==> src/rtl/pb_axi_burst_master.sv <==
// rtl/pb_axi_burst_master.sv - single-outstanding AXI4 INCR burst initiator
// One command launches one read or write burst; write/read data pass straight through to W/R.
module pb_axi_burst_master #(
   parameter int ADDR_W    = 32,
   parameter int DATA_W    = 32,
   parameter int MAX_BEATS = 16
) (
   input  logic              clk,
   input  logic              reset,
   input  logic              cmd_valid,
   output logic              cmd_ready,
   input  logic              cmd_write,
   input  logic [ADDR_W-1:0] cmd_addr,
   input  logic [7:0]        cmd_len,
   input  logic [DATA_W-1:0] wr_data,
   input  logic              wr_valid,
   output logic              wr_ready,
   output logic [DATA_W-1:0] rd_data,
   output logic              rd_valid,
   output logic              rd_last,
   input  logic              rd_ready,
   output logic              done,
   output logic [1:0]        done_resp,
   output logic              done_err,
   output logic [ADDR_W-1:0] m_axi_awaddr,
   output logic [7:0]        m_axi_awlen,
   output logic [2:0]        m_axi_awsize,
   output logic [1:0]        m_axi_awburst,
   output logic              m_axi_awvalid,
   input  logic              m_axi_awready,
   output logic [DATA_W-1:0] m_axi_wdata,
   output logic [3:0]        m_axi_wstrb,
   output logic              m_axi_wlast,
   output logic              m_axi_wvalid,
   input  logic              m_axi_wready,
   input  logic [1:0]        m_axi_bresp,
   input  logic              m_axi_bvalid,
   output logic              m_axi_bready,
   output logic [ADDR_W-1:0] m_axi_araddr,
   output logic [7:0]        m_axi_arlen,
   output logic [2:0]        m_axi_arsize,
   output logic [1:0]        m_axi_arburst,
   output logic              m_axi_arvalid,
   input  logic              m_axi_arready,
   input  logic [DATA_W-1:0] m_axi_rdata,
   input  logic [1:0]        m_axi_rresp,
   input  logic              m_axi_rlast,
   input  logic              m_axi_rvalid,
   output logic              m_axi_rready
);

   localparam logic [8:0]        MAX_LEN_LIM = 9'(MAX_BEATS);
   localparam logic [ADDR_W-1:0] ALIGN_MASK  = {{(ADDR_W-2){1'b1}}, 2'b00};

   typedef enum logic [2:0] {S_IDLE, S_AW, S_W, S_B, S_AR, S_R, S_DONE} state_t;

   state_t            state, state_nxt;
   logic [ADDR_W-1:0] addr_q;
   logic [7:0]        len_q;
   logic [7:0]        beat_cnt;
   logic [1:0]        resp_q;
   logic              err_q;

   logic        accept, reject, w_fire, r_fire, r_at_len, r_end;
   logic [13:0] end_byte;

   // One past the last byte of the burst, relative to the 4KB page start.
   assign end_byte = {2'b00, cmd_addr[11:2], 2'b00} + {4'd0, cmd_len, 2'b00} + 14'd4;
   assign reject   = ({1'b0, cmd_len} >= MAX_LEN_LIM) | (end_byte > 14'd4096);
   assign accept   = cmd_valid & cmd_ready;
   assign w_fire   = (state == S_W) & wr_valid & m_axi_wready;
   assign r_fire   = (state == S_R) & m_axi_rvalid & rd_ready;
   assign r_at_len = (beat_cnt == len_q);
   assign r_end    = r_fire & (m_axi_rlast | r_at_len);

   always_ff @(posedge clk) begin
      if (reset) state <= S_IDLE;
      else       state <= state_nxt;
   end

   always_comb begin
      state_nxt = state;
      case (state)
         S_IDLE: if (accept) state_nxt = reject ? S_DONE : (cmd_write ? S_AW : S_AR);
         S_AW:   if (m_axi_awready) state_nxt = S_W;
         S_W:    if (w_fire && (beat_cnt == len_q)) state_nxt = S_B;
         S_B:    if (m_axi_bvalid) state_nxt = S_DONE;
         S_AR:   if (m_axi_arready) state_nxt = S_R;
         S_R:    if (r_end) state_nxt = S_DONE;
         S_DONE: state_nxt = S_IDLE;
         default: state_nxt = S_IDLE;
      endcase
   end

   always_comb begin
      cmd_ready     = 1'b0;
      m_axi_awvalid = 1'b0;
      m_axi_arvalid = 1'b0;
      m_axi_wvalid  = 1'b0;
      m_axi_wlast   = 1'b0;
      wr_ready      = 1'b0;
      m_axi_bready  = 1'b0;
      m_axi_rready  = 1'b0;
      rd_valid      = 1'b0;
      rd_last       = 1'b0;
      done          = 1'b0;
      case (state)
         S_IDLE: cmd_ready = 1'b1;
         S_AW:   m_axi_awvalid = 1'b1;
         S_W: begin
            m_axi_wvalid = wr_valid;
            m_axi_wlast  = (beat_cnt == len_q);
            wr_ready     = m_axi_wready;
         end
         S_B:    m_axi_bready = 1'b1;
         S_AR:   m_axi_arvalid = 1'b1;
         S_R: begin
            m_axi_rready = rd_ready;
            rd_valid     = m_axi_rvalid;
            rd_last      = m_axi_rlast;
         end
         S_DONE: done = 1'b1;
         default: ;
      endcase
   end

   always_ff @(posedge clk) begin
      if (reset) begin
         addr_q   <= '0;
         len_q    <= '0;
         beat_cnt <= '0;
         resp_q   <= '0;
         err_q    <= 1'b0;
      end else begin
         if (accept) begin
            addr_q   <= cmd_addr & ALIGN_MASK;
            len_q    <= cmd_len;
            beat_cnt <= '0;
            resp_q   <= reject ? 2'b10 : 2'b00;
            err_q    <= reject;
         end
         if (w_fire) beat_cnt <= beat_cnt + 8'd1;
         if ((state == S_B) && m_axi_bvalid) resp_q <= m_axi_bresp;
         if (r_fire) begin
            beat_cnt <= beat_cnt + 8'd1;
            if (m_axi_rresp > resp_q) resp_q <= m_axi_rresp;
            // Slave's RLAST and our own beat count must agree on the final beat.
            if (r_end && (m_axi_rlast != r_at_len)) err_q <= 1'b1;
         end
      end
   end

   assign m_axi_awaddr  = addr_q;
   assign m_axi_awlen   = len_q;
   assign m_axi_awsize  = 3'b010;
   assign m_axi_awburst = 2'b01;
   assign m_axi_araddr  = addr_q;
   assign m_axi_arlen   = len_q;
   assign m_axi_arsize  = 3'b010;
   assign m_axi_arburst = 2'b01;
   assign m_axi_wdata   = wr_data;
   assign m_axi_wstrb   = 4'hF;
   assign rd_data       = m_axi_rdata;
   assign done_resp     = resp_q;
   assign done_err      = err_q;

endmodule

==> config.mk <==
export PLATFORM = sky130hd
export DESIGN_NAME = pb_axi_burst_master
export DESIGN_NICKNAME = d
export VERILOG_FILES = /design/src/rtl/pb_axi_burst_master.sv
export SDC_FILE = /design/constraint.sdc
export NUM_CORES = 1
export LEC_CHECK = 0
export CAP_MARGIN = 20
export CORE_MARGIN = 4
export CORE_UTILIZATION = 34
export DETAILED_ROUTE_END_ITERATION = 8
export GPL_TIMING_DRIVEN = 0
export PLACE_DENSITY = 0.82
export SYNTH_ARGS = -nofsm -noshare
export SYNTH_HDL_FRONTEND = slang
export SYNTH_SLANG_ARGS = --single-unit
==> constraint.sdc <==
create_clock -name clk -period 3.8 [get_ports clk]
set_clock_uncertainty 0.1 [all_clocks]
set_input_delay 0.76 -clock clk [delete_from_list [all_inputs] [get_ports clk]]
set_output_delay 0.76 -clock clk [all_outputs]
set_load 0.05 [all_outputs]
==> impl_metrics.yaml, run 1 <==
run_status:
  status: "finished clean"
final_layout:
  layout-drive-gt1-share_pct: 21.1
  nets: 856
  multiInputGateArea_um2: 1710
  stdcell_area_um2: 6150
  mostFrequentLayoutCell: "clkdlybuf4s50_1"
  diodes: 0
  regArea_um2: 1040
  instances_no_fill: 856
  n_fill_cell: 971
  final_cell_mix: "clkdlybuf4s50_1 (206), buf_4 (121), nand2_1 (87), a21oi_1 (56), dfxtp_1 (52)"
  area_growth_pct: 64.4
floorplan:
  io_pins: 292
  core_area_um2: 10800
  rows: 38
  die_width_um: 113
  start_util_pct: 34.7
  die_height_um: 113
  die_area_um2: 12700
route:
  vias: 3882
  ant_nets: 0
  drt_iter0_drc: 195
  route.detailed.drc: 0
  routedWlPerCell_um: 14.1
  viasPerCell: 4.54
  wirelength_um: 12000
  dr.pass1.iters: 4
sta:
  finalHoldViolations: 0
  period_minus_slack_ns: 3.45
  setup_tns_ns: 0
  min_period_over_period_pct: 90.7
  relSlewSlack_pct: 62.1
  worst_slew_pin_slew_ns: 0.568
  setup_viol: 0
  final_max_slew_viol_count: 0
  rsz0062_at_grt: "no"
  max_freq_ghz: 0.290
worst_hold_path:
  hold_class: "register to register"
pwr:
  peakVddDrop_mv: 0.301
  power_frac_comb_pct: 66.6
  p_switching_w: 0.00175
  seq_power_share_pct: 22.0
  power_density_nw_per_um2: 554
  p_clk_share_pct: 11.3
  switching_share_pct: 51.3
  p_leak_nw: 2.66
  p_int_w: 0.00166
logic_synthesis:
  yosys_warnings: 0
  avgSynthCellArea_um2: 7.70
  ys_seq_elements: 52
  synth_flop_cell: "dfxtp_1"
  syn_area_um2: 3740
  ys_seq_area_share_pct: 27.8
  async_flop_share_pct: 0
  synth_edf_count: 0
  yosysUniqueCellTypes: 52
  synthCells: 486
clock_tree:
  numCtsBuffers: 5
  clock-sinks: 52
  hold_buffers: 0
  cts_max_level: 2
  cts_setup_buffers: 0
  cts_resized: 0
  path_clk_slew_ns: 0.10
  clk_latency_ns: 0.30
  cts_tree: "done"
  cts_buffer_depth: 2
  root_buffer: "clkbuf_8"
flow_run:
  max-cap-violations: 0
worst_setup_path:
  criticalPathCategory: "input pin to register"
  worst_path_max_delay_cell: "clkdlybuf4s50_1"
  critPathCaptureType: "register"
  crit_chain: "clkdlybuf4s50_1 > inv_1 > ha_1 > inv_1 > ha_1 > inv_1 > fa_1 > nand2b_1 > a21oi_1 > mux2i_1 > nor4_2 > a31oi_2 > nand2b_4 > o2bb2ai_2"
  cp_data_required_time_ns: 3.94
  cp_top_family: "adder cells"
  critPathArrivalTime_ns: 3.59
  start_kind: "input pin"
  crit_top_cell: "inv_1"
  slowest_delay_ns: 0.53
  path_buf_inv: 4
  cp_max_fo: 4
grt:
  grt_overflow: 0
  grt_usage_pct: 17.5
  grt_pass1_vias: 3866
  grt_pass1_wl_um: 18500
  grt_max_degree: 17
  antenna_found_initial: 0
place:
  dp_hpwl_um: 10000
  place_inst: 848
  gp_congestion: 0.860
  placed_area_um2: 6040
  port-buffer-count: 206
## flip-flops by register name, summed over array words and instances, names as in the netlist
signal,count
m_axi_araddr,30
beat_cnt,8
m_axi_arlen,8
state,3
done_resp,2
done_err,1
## path summary, 6_finish.rpt
kind	slack, ns	from	depth (start not counted)	end
max reg2reg	1.53	beat_cnt[3]	10	state[0]
max	0.35	cmd_len[0]	14	state[2]
min	0.38	m_axi_araddr[24]	2	m_axi_araddr[24]
min reg2reg	0.38	m_axi_araddr[24]	2	m_axi_araddr[24]
## power groups by stage
stage                     Clock, W  Sequential [W]  Combinational [W]
after detailed placement         0        0.000766            0.00228
after CTS                 0.000404        0.000754            0.00229
after global placement           0        0.000761            0.00225
after global routing      0.000420        0.000768            0.00239
final                     0.000386        0.000751            0.00227
after floorplan                  0         0.00108            0.00126
## Yosys cell counts (all sizes together) (4+ instances only)
cell type  number  area share (%)
xor2           12             2.8
clkbuf          9            0.90
nand3           8             1.2
nand2          87             8.7
o21ai           7             1.0
nor3           12             1.9
a211oi          4            0.80
nand4           4            0.67
dfxtp          52              28
ha             20             6.7
nor2           19             2.0
nor4            4            0.84
buf           131              26
a21oi          58             8.0
inv            17             1.7
## metrics by stage
step / utilization [%] / hold slack [ns] / worst slack, ns / total power (W)
6_report: 57.0 / 0.377 / 0.353 / 0.00341
5_1_grt: 57.0 / 0.409 / 0.201 / 0.00358
4_1_cts: 57.0 / 0.381 / 0.367 / 0.00345
3_5_place_dp: 56.0 / 0.364 / 0.0463 / 0.00305
3_3_place_gp: 56.0 / 0.359 / 0.104 / 0.00301
2_1_floorplan: - / 0.385 / 0.674 / 0.00234
## kinds of logic (layout without fill, tap and decap cells)
group	Yosys count	count (layout)	share of synthesized area (%)
mux	3	3	0.836
other cells	2	18	0.201
fa+ha+maj	21	21	7.22
simple gates	152	152	18.9
xor+xnor	13	13	3.04
flops	52	52	27.8
buf+inv	157	371	28.2
compound gates	86	86	13.8
## worst min-delay path: stages, from the launching register on
cell	delay (ns)
dfxtp_1	0.33
nand2_1	0.06
a21oi_1	0.05
## cell type report
class                           instances  share of cell area [%]
Clock inverter                          3                   0.692
Inverter                               17                    1.04
Timing Repair Buffer                  206                    33.5
Multi-Input combinational cell        293                    27.7
Tap cell                              140                    2.85
Sequential cell                        52                    16.9
Clock buffer                            5                    1.12
Buffer                                140                    16.1
## metal layers
layer  track usage (%)  routed length, um
met3              3.42                863
met2              34.8               6640
met5                 0                  0
met4              3.37                 94
met1              19.0               4440
(Power assumes the default switching activity.)
==> inputs of run 2 (changes only) <==
--- a/config.mk
+++ b/config.mk
@@ -7,10 +7,10 @@
 export LEC_CHECK = 0
 export CAP_MARGIN = 20
 export CORE_MARGIN = 4
-export CORE_UTILIZATION = 34
+export CORE_UTILIZATION = 31
 export DETAILED_ROUTE_END_ITERATION = 8
 export GPL_TIMING_DRIVEN = 0
-export PLACE_DENSITY = 0.82
+export PLACE_DENSITY = 0.79
 export SYNTH_ARGS = -nofsm -noshare
 export SYNTH_HDL_FRONTEND = slang
 export SYNTH_SLANG_ARGS = --single-unit
==> constraint.sdc (replaced) <==
create_clock -name clk -period 3.1 [get_ports clk]
set_clock_uncertainty 0.1 [all_clocks]
set_input_delay 0.62 -clock clk [delete_from_list [all_inputs] [get_ports clk]]
set_output_delay 0.62 -clock clk [all_outputs]
set_load 0.05 [all_outputs]
==> run 2 against run 1 <==
  * Flip-flop and latch count unchanged
  * Clock-buffer cell count unchanged
  * Critical path type unchanged
  * Combinational power up 25%
  * Non-clock buffer count up 3
  * Sequential power up 22%
  * Wire length up 2.8%
  * Core utilization down 2.0 points
  * Die area up 9.0%
  * Via count down 0.41%
  * Worst hold slack worse by 0.0076 ns
  * Largest cell class unchanged
  * Global-route usage down 0.67 points
==> impl_metrics.yaml, run 2 (same netlist as run 1, synthesis figures left out) <==
sta:
  worst_slew_pin_slew_ns: 0.595
  setup_viol: 0
  relSlewSlack_pct: 60.3
  period_minus_slack_ns: 3.03
  max_freq_ghz: 0.330
  min_period_over_period_pct: 97.8
  final_max_slew_viol_count: 0
  timing.hold.ws_ns: 0.369
  finalHoldViolations: 0
worst_setup_path:
  critPathCaptureType: "register"
  crit_chain: "clkdlybuf4s50_1 > ha_4 > inv_1 > fa_2 > nand2b_4 > a21oi_4 > mux2i_2 > nor4_4 > a31oi_4 > buf_6 > nand2_1 > a21oi_1"
  start_kind: "input pin"
  reg2regPathDepth: 9
  criticalPathCategory: "input pin to register"
  worst_path_max_delay_cell: "clkdlybuf4s50_1"
  cp_max_fo: 4
  critPathArrivalTime_ns: 3.15
  cp_top_family: "adder cells"
  path_buf_inv: 3
  reg2reg_to: "state[1]"
  slowest_delay_ns: 0.48
  r2r_slack_ns: 0.74
  r2r_start: "beat_cnt[3]"
  cp_data_required_time_ns: 3.22
pwr:
  p_leak_nw: 2.77
  p_switching_w: 0.00218
  peakVddDrop_mv: 0.353
  power_frac_comb_pct: 63.6
  p_clk_share_pct: 15.8
  switching_share_pct: 49.0
  p_int_w: 0.00227
  seq_power_share_pct: 20.6
  power_density_nw_per_um2: 698
  total_power_w: 0.00446
clock_tree:
  path_clk_slew_ns: 0.07
  clock-sinks: 52
  cts_buffer_depth: 2
  root_buffer: "clkbuf_16"
  cts_tree: "done"
  numCtsBuffers: 5
  clk_latency_ns: 0.28
  cts_max_level: 2
grt:
  grt_max_degree: 16
  grt_pass1_vias: 3931
  grt_usage_pct: 16.8
  grt_pass1_wl_um: 19600
  antenna_found_initial: 0
  grt_overflow: 0
route:
  dr.pass1.iters: 4
  routedWlPerCell_um: 14.4
  viasPerCell: 4.49
  drt_iter0_drc: 110
  ant_nets: 0
  wirelength_um: 12400
  vias: 3866
  route.detailed.drc: 0
final_layout:
  mostFrequentLayoutCell: "clkdlybuf4s50_1"
  instances_no_fill: 861
  nets: 859
  layout-drive-gt1-share_pct: 23.4
  largest_register_ffs: 30
  final_cell_mix: "clkdlybuf4s50_1 (199), buf_4 (123), nand2_1 (87), a21oi_1 (54), dfxtp_1 (52)"
  diodes: 0
  area_growth_pct: 70.8
place:
  gp_congestion: 0.867
  dp_hpwl_um: 10100
  place_inst: 851
  port-buffer-count: 206
floorplan:
  die_height_um: 118
  die_width_um: 118
  start_util_pct: 32.2
  die_area_um2: 13900
  io_pins: 292
  core_area_um2: 11600
  rows: 39
worst_hold_path:
  hold_path_depth: 2
  hold_class: "register to register"
  whs_endpoint: "m_axi_araddr[18]"
  min_from: "m_axi_araddr[18]"
flow_run:
  max-cap-violations: 0
run_status:
  status: "finished clean"
## run 2: cell count changes in the layout (fill, tap and decap cells not counted), moves of 2 or more
cell and delta:
clkbuf_16 +5, dlymetal6s2s_1 +4, a21oi_4 +2, a21oi_1 -2, ha_4 +4, buf_4 +2
ha_1 -5, dlygate4sd2_1 +2, clkdlybuf4s50_1 -7, clkbuf_8 -5
## run 2: metrics by stage
step / util [%] / worst slack [ns] / TNS (ns) / cell area (um^2)
global route: 55.0 / -0.0273 / -0.0447 / 6390
floorplan: - / 0.114 / 0 / 3800
CTS: 54.1 / 0.00896 / 0 / 6280
detailed placement: 52.0 / -0.491 / -2.26 / 6040
global placement: 52.0 / -0.497 / -2.19 / 6040
finish: 55.0 / 0.0696 / 0 / 6390
## run 2: worst min-delay path, delay by kind of cell, from the launching register on
| family | cells | cell delay (ns) |
|---|---|---|
| AO/OA/AOI/OAI | 1 | 0.05 |
| AND/OR/NAND/NOR | 1 | 0.05 |
| flip-flops | 1 | 0.32 |
## run 2: per-layer routing
layer	GRT usage [%]	part of all wire (%)	vias up
met5	0	0	-
met4	4.03	1.5	0
met3	4.18	7.2	16
met2	31.0	52	161
met1	19.5	39	1745
li1	-	-	1944
## run 2: area by class of cell
class / instances / area, um^2
repair buffers: 209 / 2090
plain buffers: 140 / 991
multi-input cells: 293 / 1840
well taps: 143 / 179
clock inverters: 2 / 60.1
fillers: 1089 / 5220
inverters: 17 / 63.8
clock buffers: 5 / 125
flip-flops and latches: 52 / 1040
## run 2: power by group through the flow
| stage | Clock [W] | Sequential [W] | Combinational, W |
|---|---|---|---|
| floorplan | 0 | 0.00132 | 0.00154 |
| global placement | 0 | 0.000931 | 0.00278 |
| detailed placement | 0 | 0.000937 | 0.00280 |
| CTS | 0.000727 | 0.000922 | 0.00282 |
| global route | 0.000756 | 0.000941 | 0.00300 |
| finish | 0.000706 | 0.000919 | 0.00283 |
## run 2: timing repair
item | in CTS | in global routing
buffers inserted | 2 | 1
resized for setup | 10 | 23
setup endpoints to repair | 6 | 6
hold buffers | 0 | 0
pin swaps | 6 | 8
## run 2: worst max path at each step
stage                  endpoint      startpoint  depth (start not counted)
finish                 done_err      cmd_len[2]                         12
global route           done_err      cmd_len[2]                         12
CTS                    state[2]     cmd_addr[3]                         12
detailed placement     state[0]     cmd_addr[2]                         14
global placement       state[0]     cmd_addr[2]                         14
floorplan           m_axi_wlast  m_axi_arlen[3]                          4
